`src/rtl/rob_pkg.sv`:
```
// Shared reorder-buffer types: sequencer state, ROB ID width, lap depth helper.
package rob_pkg;

  // Sequencer phases: wipe valid_mem, hand out IDs, wait for the lap to retire.
  typedef enum logic [1:0] {
    CLEAR = 2'd0,
    ALLOC = 2'd1,
    DRAIN = 2'd2
  } rob_seq_state_t;

  // Default ROB index width; also used by the valid_mem integration wrapper.
  localparam int ROB_AW = 4;

  typedef logic [ROB_AW-1:0] rob_id_t;

  // Entries per lap for a given index width.
  function automatic int depth(input int aw);
    return 1 << aw;
  endfunction

endpackage

```
`src/rtl/rob_seq_ctrl.sv`:
```
// In-order ROB sequencer around valid_mem: allocates IDs at the tail, forwards
// completions as valid-bit sets, retires from the head, recycles a lap with
// one global clear once every ID in it has retired.
module rob_seq_ctrl
  import rob_pkg::*;
#(
  parameter int ADDR_WIDTH = ROB_AW
) (
  input  logic                  clk,
  input  logic                  rst,
  input  logic                  alloc_req_i,
  output logic                  alloc_gnt_o,
  output logic [ADDR_WIDTH-1:0] alloc_id_o,
  input  logic                  resp_valid_i,
  input  logic [ADDR_WIDTH-1:0] resp_id_i,
  output logic                  vm_set_o,
  output logic [ADDR_WIDTH-1:0] vm_addr_write_o,
  output logic                  vm_clear_o,
  output logic [ADDR_WIDTH-1:0] vm_addr_read_o,
  input  logic                  vm_valid_i,
  output logic                  ret_valid_o,
  input  logic                  ret_ready_i,
  output logic [ADDR_WIDTH-1:0] ret_id_o,
  output logic [ADDR_WIDTH:0]   count_o,
  output logic                  empty_o,
  output logic                  full_o,
  output logic                  err_o
);

  localparam int PW = ADDR_WIDTH + 1;
  localparam logic [PW-1:0] DEPTH_P  = PW'(depth(ADDR_WIDTH));
  localparam logic [PW-1:0] DEPTH_M1 = PW'(depth(ADDR_WIDTH) - 1);
  localparam logic [PW-1:0] ONE      = PW'(1);

  typedef logic [ADDR_WIDTH-1:0] id_t;

  rob_seq_state_t state_q, state_d;
  logic [PW-1:0]  head_q, head_d, tail_q, tail_d;
  logic           err_q, err_d;

  logic          alloc_hs, ret_hs, resp_in_rng;
  logic [PW-1:0] count;
  logic [PW-1:0] resp_ext;

  // Handshakes, occupancy and the outstanding-window check.
  always_comb begin
    resp_ext    = {1'b0, resp_id_i};
    count       = tail_q - head_q;
    alloc_hs    = alloc_req_i && (state_q == ALLOC) && (tail_q < DEPTH_P);
    ret_valid_o = vm_valid_i && (head_q < tail_q) && (state_q != CLEAR);
    ret_hs      = ret_valid_o && ret_ready_i;
    resp_in_rng = (resp_ext >= head_q) && (resp_ext < tail_q);
  end

  // Port-level views of the sequencer state.
  always_comb begin
    alloc_gnt_o     = alloc_hs;
    alloc_id_o      = id_t'(tail_q[ADDR_WIDTH-1:0]);
    vm_set_o        = resp_valid_i && (state_q != CLEAR);
    vm_addr_write_o = resp_id_i;
    vm_clear_o      = (state_q == CLEAR);
    vm_addr_read_o  = id_t'(head_q[ADDR_WIDTH-1:0]);
    ret_id_o        = id_t'(head_q[ADDR_WIDTH-1:0]);
    count_o         = count;
    empty_o         = (count == '0);
    full_o          = (tail_q == DEPTH_P);
    err_o           = err_q;
  end

  // Next state, pointer advance and sticky error.
  always_comb begin
    state_d = state_q;
    head_d  = head_q;
    tail_d  = tail_q;
    err_d   = err_q;
    // Responses during CLEAR would be wiped by the clear, so they are errors too.
    if (resp_valid_i && ((state_q == CLEAR) || !resp_in_rng))
      err_d = 1'b1;
    case (state_q)
      CLEAR: begin
        state_d = ALLOC;
        head_d  = '0;
        tail_d  = '0;
      end
      ALLOC: begin
        if (alloc_hs) tail_d = tail_q + ONE;
        if (ret_hs)   head_d = head_q + ONE;
        if (alloc_hs && (tail_q == DEPTH_M1))
          state_d = DRAIN;
        // Idle with a partly used lap and nothing in flight: recycle early so
        // the next burst starts on a fresh lap.
        else if ((count == '0) && (tail_q != '0) && !alloc_req_i && !ret_hs)
          state_d = CLEAR;
      end
      DRAIN: begin
        if (ret_hs) begin
          head_d = head_q + ONE;
          if (head_q == DEPTH_M1) state_d = CLEAR;
        end
      end
      default: state_d = CLEAR;
    endcase
  end

  // State register; reset lands in CLEAR so valid_mem is wiped before reuse.
  always_ff @(posedge clk or posedge rst) begin
    if (rst) begin
      state_q <= CLEAR;
      head_q  <= '0;
      tail_q  <= '0;
      err_q   <= 1'b0;
    end else begin
      state_q <= state_d;
      head_q  <= head_d;
      tail_q  <= tail_d;
      err_q   <= err_d;
    end
  end

endmodule

```
`config.mk`:
```
export PLATFORM = sky130hd
export DESIGN_NAME = rob_seq_ctrl
export DESIGN_NICKNAME = d
export VERILOG_FILES = /design/src/rtl/rob_pkg.sv /design/src/rtl/rob_seq_ctrl.sv
export SDC_FILE = /design/constraint.sdc
export NUM_CORES = 1
export LEC_CHECK = 0
export ABC_CLOCK_PERIOD_IN_PS = 3700
export CELL_PAD_IN_SITES_DETAIL_PLACEMENT = 1
export CELL_PAD_IN_SITES_GLOBAL_PLACEMENT = 2
export CORE_MARGIN = 8
export CORE_UTILIZATION = 30
export DETAILED_ROUTE_END_ITERATION = 8
export PLACE_DENSITY_LB_ADDON = 0.25
export SLEW_MARGIN = 20
export SYNTH_ARGS = -nofsm -noshare
export SYNTH_HDL_FRONTEND = slang
export SYNTH_SLANG_ARGS = --single-unit
```
`constraint.sdc`:
```
create_clock -name clk -period 3.7 [get_ports clk]
set_clock_uncertainty 0.1 [all_clocks]
set_input_delay 0.37 -clock clk [delete_from_list [all_inputs] [get_ports clk]]
set_output_delay 0.37 -clock clk [all_outputs]
set_load 0.01 [all_outputs]
```
* Word-level counts from Yosys, hierarchy flattened
Cells that the tools add are included.
** Storage, ports and cells
- Register bits after elaboration :: 13
- Latch bits :: 0
- RAM bits :: 0
- ROM bits :: 0
- Input port bits :: 10
- Output and inout bits :: 28
- Logic and storage cells :: 56
- Memories :: 0
** Cells by class
- Add/sub/neg operators :: 3
- Multiply operators :: 0
- Div/mod/pow operators :: 0
- Magnitude comparators :: 4
- Eq/ne operators :: 10
- Shifts and indexed selects :: 0
- Multiplexer cells :: 9
- Bitwise gates (word level) :: 0
- Reductions and logical operators :: 26
** Operators with widths (number)
- $pmux W5 S2 :: 2
- $logic_and A1 B1 Y1 :: 12
- $add A5 B1 Y5 const B :: 2
- $eq A5 B4 Y1 const B :: 2
- $mux W5 :: 2
- $mux W2 :: 4
- $ne A2 B2 Y1 const B :: 3
- $pmux W2 S3 :: 1
- $reduce_bool A2 Y1 :: 3
- $eq A5 B5 Y1 const B :: 1
- $ge A4 B5 Y1 :: 1
- $logic_not A5 Y1 :: 1
- $lt A4 B5 Y1 :: 1
- $lt A5 B5 Y1 :: 1
- $lt A5 B5 Y1 const B :: 1
- $reduce_bool A5 Y1 :: 1
- $sub A5 B5 Y5 :: 1
- $reduce_and A2 Y1 :: 2
- $logic_not A1 Y1 :: 3
- $ne A3 B1 Y1 const B :: 1
- $reduce_and A3 Y1 :: 1
- $eq A2 B1 Y1 const B :: 1
- $eq A2 B2 Y1 const B :: 1
- $logic_not A2 Y1 :: 1
- 3 further kinds :: 3

* Logic depth before layout (Yosys ltp)
Gate-level depths: netlist (run 1).
- Word-level depth :: 9
- Gate-level depth with buffers :: 9
- Mapped depth without buffers :: 8

* Worst setup path after synthesis (run 1)
Ideal clock, no wire load.
- Path kind :: register -> register
- Start point :: register head_q[2]
- End point :: register state_q[0]
- Setup time :: 0.087 ns
- Data arrival time :: 2.318 ns
- Slack :: 1.196 ns
- Stages on the path, launching flop included :: 10
- Clock period less this slack :: 2.504 ns
- Cells stage by stage :: dfrtp_1 -> inv_1 -> ha_1 -> buf_6 -> o21ai_2 -> a21oi_1 -> o311a_1 -> or4_4 -> o31a_1 -> a211oi_2
** RTL lines
- start, declared :: line rob_seq_ctrl.sv:38 : logic [PW-1:0] head_q, head_d, tail_q, tail_d;
- start signal, assigned :: line rob_seq_ctrl.sv:109 : head_q <= '0;
- start signal, assigned :: line rob_seq_ctrl.sv:114 : head_q <= head_d;
- $sub A5 B5 Y5 :: line rob_seq_ctrl.sv:48 : count = tail_q - head_q;
- via count_o[4] :: line rob_seq_ctrl.sv:24 : output logic [ADDR_WIDTH:0] count_o,
- $logic_not A5 Y1 :: line rob_seq_ctrl.sv:92 : else if ((count == '0) && (tail_q != '0) && !alloc_req_i && !ret_hs)
- $logic_and A1 B1 Y1 (3 in series) :: line rob_seq_ctrl.sv:92
- $ne A3 B1 Y1 (no source line)
- $reduce_and A3 Y1 (no source line)
- end signal, assigned :: line rob_seq_ctrl.sv:113 : state_q <= state_d;
- end, declared :: line rob_seq_ctrl.sv:37 : rob_seq_state_t state_q, state_d;
The timed path passes the listed nets, and every way through them passes these cells.
A chain may end at the register's enable or synchronous reset.

* Worst setup path in the final report (run 1)
- Start point :: register head_q[2]
- End point :: output port empty_o
** On the way
- Longest elaborated chain between the ends :: 2
** Ends and longest elaborated chain
- $sub A5 B5 Y5 :: line rob_seq_ctrl.sv:48
- $logic_not A5 Y1 :: line rob_seq_ctrl.sv:65 : empty_o = (count == '0);
- end, declared :: line rob_seq_ctrl.sv:25 : output logic empty_o,
Every way passes these cells.

==> out/results.ini, run 1 <==
[outcome]
status = finished, final reports clean

[timing]
slew_viol_final = 0
setup_viol = 0
period_share_pct = 90.7
tightest_slew_ns = 0.539
hold_ws_ns = 0.364
fmax_mhz = 298
period_needed_ns = 3.36
finalHoldViolCount = 0
tns_ns = 0
relSlewSlack_pct = 64.0
rsz0062_at_grt = no

[logic_synthesis]
synth_cells = 160
synth-seq-cells = 13
synth_seq_area_share_pct = 23.4
synth_cell_types = 40
syn_area_per_cell_um2 = 8.70
synth_nets = 191
yosysTopAreaCell = dfrtp_1
synthArstFlopShare_pct = 100
synth_top_area_share_pct = 23.4
synthTopCellsByArea = dfrtp_1 23%, ha_1 19%, buf_4 8.6%, inv_1 4.6%, xnor2_1 3.8%
synth_edf_count = 0
syn_area_mm2 = 0.00139
synth_flop_cell = dfrtp_1
synth_warnings = 0

[cells_and_area]
area_growth_pct = 25.3
final_common_cell = clkdlybuf4s50_1
nets = 216
layoutNonFillerInstCount = 236
drive_gt1_share_pct = 5.98
antenna_cells = 0
layout_common_cells = 37 x clkdlybuf4s50_1, 21 x ha_1, 17 x inv_1

[routing]
wire_per_inst_um = 16.6
drc = 0
ant_nets = 0
num_vias = 1186
vias_per_cell = 5.03
drt_iter0_drc = 62
drtPass1Iterations = 4
finalWirelength_um = 3930

[critical_path]
cp_max_fo = 7
start_kind = flop
crit_top_cell = inv_1
reg2reg_slack_ns = 0.88
cpMaxStageDelayCell = or4_4
crit_path_max_incr_delay_ns = 0.54
criticalPathCategory = flop to output pin
crit_required_ns = 3.23
crit_chain = inv_1 -> ha_1 -> and3_1 -> o21ai_2 -> o311a_1 -> or4_4 -> inv_1 -> clkdlybuf4s50_1
critPathArrivalTime_ns = 2.89
end_kind = output pin

[power]
vdd_ir_drop_max_v = 0.000345
power.leakage_nw = 0.770
powerDensity_mw_per_mm2 = 720

[placement]
dp_hpwl_um = 3270
gp_congestion = 0.794
port_buffers = 37
place_inst = 232

[clock_network]
cts.path.max_buffers = 2
clock-sinks = 13
cts_resized = 0
cts_root_buf = clkbuf_8
numCtsBuffers = 3
postCtsHoldBufs = 0
cts_tree = yes
cts_setup_buffers = 0
path_clk_slew_ns = 0.06
htreeDepth = 1
clkLatencyLatePin_ns = 0.25

[global_route]
grt_pass1_vias = 1326
grt.total_usage_pct = 11.7
overflow = 0
grt_max_degree = 14
grt_pass1_wl_um = 6910
antenna_found_initial = 0

[floorplan]
fp.dieH_um = 84.1
die_w_um = 84.1
ios = 38
die-area_mm2 = 0.00708
core-area_mm2 = 0.00441
start_util_pct = 31.5
fp-row-count = 24

[flow_run]
cap_violations = 0

[hold_path]
hp-class = primary input to asynchronous set/reset pin

-- final cells by class --
type,count,area (µm²)
tap,52,65.1
sequential,13,325
timing repair buffer,38,378
inverter,17,63.8
fill,514,2670
clock buffer,4,45.0
multi-input combinational,112,868
-- cell usage after synthesis (all sizes together), types with 2 or more instances --
| cell | count |
|---|---|
| xnor2 | 6 |
| dfrtp | 13 |
| ha | 21 |
| xor2 | 3 |
| nand2b | 4 |
| nand4 | 3 |
| o21ai | 6 |
| a22o | 3 |
| nor2b | 3 |
| a21oi | 7 |
| or4 | 2 |
| nand3 | 3 |
| a21o | 4 |
| o22ai | 2 |
| and2b | 2 |
| buf | 17 |
| nor2 | 11 |
| a211oi | 3 |
| inv | 17 |
| and3 | 5 |
| nand2 | 10 |
| a311o | 2 |
-- flip-flops by register name (all words and copies together), names as in the netlist --
register,cells
head_q,5
tail_q,5
state_q,2
err_o,1
-- report_power, final --
part           switching [mW]  internal (mW)
clock network          0.0566         0.0763
logic                   0.465          0.444
registers              0.0434          0.170
total                   0.565          0.691
-- metrics by stage --
| stage | utilization (%) | worst slack [ns] | cell area (µm²) | total power, mW |
|---|---|---|---|---|
| 2_1_floorplan | - | 1.20 | 1390 | 0.787 |
| 3_3_place_gp | 38.5 | 0.677 | 1700 | 1.10 |
| 3_5_place_dp | 38.5 | 0.619 | 1700 | 1.13 |
| 4_1_cts | 39.5 | 0.332 | 1750 | 1.27 |
| 5_1_grt | 39.5 | 0.168 | 1750 | 1.37 |
| 6_report | 39.5 | 0.344 | 1750 | 1.26 |
-- cell families (layout without fill, tap and decap cells) --
group                    count (synthesis)  count (layout)  share of synthesized area, %
adder cells (fa/ha/maj)                 21              21                          18.9
flip-flops                              13              13                          23.4
buffers and inverters                   35              59                          14.3
XOR/XNOR                                 9               9                          5.66
AO/OA/AOI/OAI                           36              36                          20.2
AND/OR/NAND/NOR                         46              46                          17.6
-- worst max-delay path: cells and delay by family (launching register included) --
family          cells  cell delay [ns]
simple gates        2             0.79
flops               1             0.45
compound gates      2             0.25
fa+ha+maj           1             0.44
buf+inv             3             0.70
-- path summary, 6_finish.rpt --
kind / from / endpoint / cells past startpoint
max: head_q[2]$_DFFE_PP0P_ / empty_o / 8
min: rst / head_q[2]$_DFFE_PP0P_ / 2
max reg2reg: head_q[2]$_DFFE_PP0P_ / state_q[0]$_DFFE_PP0P_ / 8
min reg2reg: head_q[4]$_DFFE_PP0P_ / head_q[4]$_DFFE_PP0P_ / 2
max in group asynchronous: rst / tail_q[3]$_DFFE_PP0P_ / 2
min in group clk: head_q[4]$_DFFE_PP0P_ / head_q[4]$_DFFE_PP0P_ / 2
-- routing by layer --
metal  routed length, µm  global-route usage (%)
met1                1890                    14.7
met2                1860                    19.7
met3                 172                    3.19
met4                   7                    1.41
met5                   0                       0
(Power assumes the default switching activity.)
==> run 2: changes to the inputs <==
--- a/config.mk
+++ b/config.mk
@@ -5,11 +5,11 @@
 export SDC_FILE = /design/constraint.sdc
 export NUM_CORES = 1
 export LEC_CHECK = 0
-export ABC_CLOCK_PERIOD_IN_PS = 3700
+export ABC_CLOCK_PERIOD_IN_PS = 2900
 export CELL_PAD_IN_SITES_DETAIL_PLACEMENT = 1
 export CELL_PAD_IN_SITES_GLOBAL_PLACEMENT = 2
 export CORE_MARGIN = 8
-export CORE_UTILIZATION = 30
+export CORE_UTILIZATION = 25
 export DETAILED_ROUTE_END_ITERATION = 8
 export PLACE_DENSITY_LB_ADDON = 0.25
 export SLEW_MARGIN = 20
==> constraint.sdc (replaced) <==
create_clock -name clk -period 2.9 [get_ports clk]
set_clock_uncertainty 0.1 [all_clocks]
set_input_delay 0.29 -clock clk [delete_from_list [all_inputs] [get_ports clk]]
set_output_delay 0.29 -clock clk [all_outputs]
set_load 0.01 [all_outputs]
==> run 2 against run 1 <==
Global-route usage shrank 0.90 points. First-iteration DRC count fell by 9.7%. Critical path depth is the same. Combinational power is 40% higher. Sequential cell count stayed put. Total power rose by 34%. Worst setup slack worse by 0.21 ns. Die area up 16%.
==> out/results.ini, run 2 (synthesis gave the netlist of run 1 again) <==
[outcome]
status = finished, final reports clean

[critical_path]
cpMaxStageDelayCell = or4_4
cp_max_fo = 4  ; -3
crit_chain = inv_1 -> ha_1 -> or2b_1 -> a21oi_1 -> o311a_1 -> or4_4 -> inv_1 -> dlygate4sd2_1
end_kind = output pin
start_kind = flop
crit_top_cell = inv_1
critPathArrivalTime_ns = 2.38  ; -0.51 ns
crit_required_ns = 2.51  ; -0.72 ns
crit_path_max_incr_delay_ns = 0.54  ; about the same
criticalPathCategory = flop to output pin

[timing]
hold_ws_ns = 0.288  ; -0.0763 ns
fmax_mhz = 361
fin_ws_ns = 0.131  ; -0.213 ns
rsz0062_at_grt = no
finalHoldViolCount = 0  ; unchanged
setup_viol = 0  ; unchanged
tightest_slew_ns = 0.537  ; -0.00140 ns
period_needed_ns = 2.77
period_share_pct = 95.5
relSlewSlack_pct = 64.1  ; +0.094 points
slew_viol_final = 0  ; unchanged
tns_ns = 0  ; unchanged

[cells_and_area]
antenna_cells = 0  ; unchanged
layout_common_cells = 36 x clkdlybuf4s50_1, 21 x ha_1, 16 x inv_1
design_area_mm2 = 0.00187  ; +7.4%
nets = 230  ; +6.5%
final_util_pct = 34.5  ; -5.1 points
final_common_cell = clkdlybuf4s50_1
reg_top3 = head_q x5, tail_q x5, state_q x2
n_fill_cell = 652  ; +27%
drive_gt1_share_pct = 13.1  ; +7.2 points
area_growth_pct = 34.6
layoutNonFillerInstCount = 270  ; +14%

[clock_network]
clkLatencyLatePin_ns = 0.25  ; about the same
clock-sinks = 13  ; unchanged
cts_tree = yes
htreeDepth = 1  ; unchanged
numCtsBuffers = 3  ; unchanged
path_clk_slew_ns = 0.06  ; about the same
cts_root_buf = clkbuf_8
cts.path.max_buffers = 2  ; unchanged

[placement]
port_buffers = 37  ; unchanged
place_ws_ns = 0.0852  ; -0.533 ns
gp_congestion = 0.814  ; +2.5%
dp_hpwl_um = 3590  ; +9.7%
place_inst = 266  ; +15%
dpl-instance-area_mm2 = 0.00183  ; +7.7%

[hold_path]
hp-class = primary input to asynchronous set/reset pin

[routing]
drc = 0  ; unchanged
drt_iter0_drc = 56  ; -9.7%
wire_per_inst_um = 15.9  ; -4.6%
ant_nets = 0  ; unchanged
finalWirelength_um = 4290  ; +9.1%
num_vias = 1231  ; +3.8%
vias_per_cell = 4.56  ; -9.3%
drtPass1Iterations = 4  ; unchanged

[power]
vdd_ir_drop_max_v = 0.000364  ; +5.5%
p_total_mw = 1.68  ; +34%
powerDensity_mw_per_mm2 = 895  ; +24%
power.leakage_nw = 0.846  ; +9.8%

[floorplan]
fp.dieH_um = 90.6  ; +7.7%
die-area_mm2 = 0.00821  ; +16%
start_util_pct = 25.6  ; -5.9 points
core-area_mm2 = 0.00544  ; +23%
die_w_um = 90.6  ; +7.7%
ios = 38  ; unchanged
fp-row-count = 27  ; +13%

[global_route]
grt.total_usage_pct = 10.8  ; -0.90 points
grt_max_degree = 14  ; unchanged
overflow = 0  ; unchanged
grt_pass1_wl_um = 7210  ; +4.4%
grt_pass1_vias = 1393  ; +5.1%
antenna_found_initial = 0  ; unchanged

[flow_run]
cap_violations = 0  ; unchanged

run 2: path summary, 6_finish.rpt:
path | start | to | slack [ns] | depth (start not counted)
min in group clk | head_q[4]$_DFFE_PP0P_ | head_q[4]$_DFFE_PP0P_ | 0.43 | 2
max in group asynchronous | rst | state_q[0]$_DFFE_PP0P_ | 2.05 | 2
hold reg to reg | head_q[4]$_DFFE_PP0P_ | head_q[4]$_DFFE_PP0P_ | 0.43 | 2
setup / recovery | head_q[1]$_DFFE_PP0P_ | empty_o | 0.13 | 8
setup reg to reg | head_q[4]$_DFFE_PP0P_ | state_q[0]$_DFFE_PP0P_ | 0.29 | 8
hold / removal | rst | err_o$_DFFE_PP0P_ | 0.29 | 2
run 2: worst max-delay path: cells and delay by family (launching register included):
family                   cells  cell delay [ns]
AND/OR/NAND/NOR              2             0.69
AO/OA/AOI/OAI                2             0.38
buffers and inverters        3             0.43
adder cells (fa/ha/maj)      1             0.24
flip-flops                   1             0.38
run 2: layout make-up:
type                            count  area (µm²)  area share [%]
Inverter                           17        63.8            3.40
Tap cell                           72        90.1            4.81
Timing Repair Buffer               52         482            25.7
Clock buffer                        4        45.0            2.40
Multi-Input combinational cell    112         868            46.3
Sequential cell                    13         325            17.4
run 2: routing by layer:
layer	vias up	wire [µm]	GRT usage, %	share of wire (%)
li1	614	-	-	-
met1	592	1990	13.2	46
met2	23	2080	18.2	48
met3	2	212	3.33	4.9
met4	0	8	1.66	0.19
met5	-	0	0	0
run 2: timing repair:
action / 4_1_cts / 5_1_grt
setup buffers: 0 / 0
hold buffers: 0 / 0
endpoints found under the setup margin: 1 / 0
resized for setup: 2 / 0
run 2: report_power, final:
group          total, mW  switching, mW  internal, mW  leakage (nW)
combinational       1.27          0.635         0.634         0.653
clock              0.169         0.0713        0.0973        0.0228
sequential         0.241         0.0235         0.217         0.170
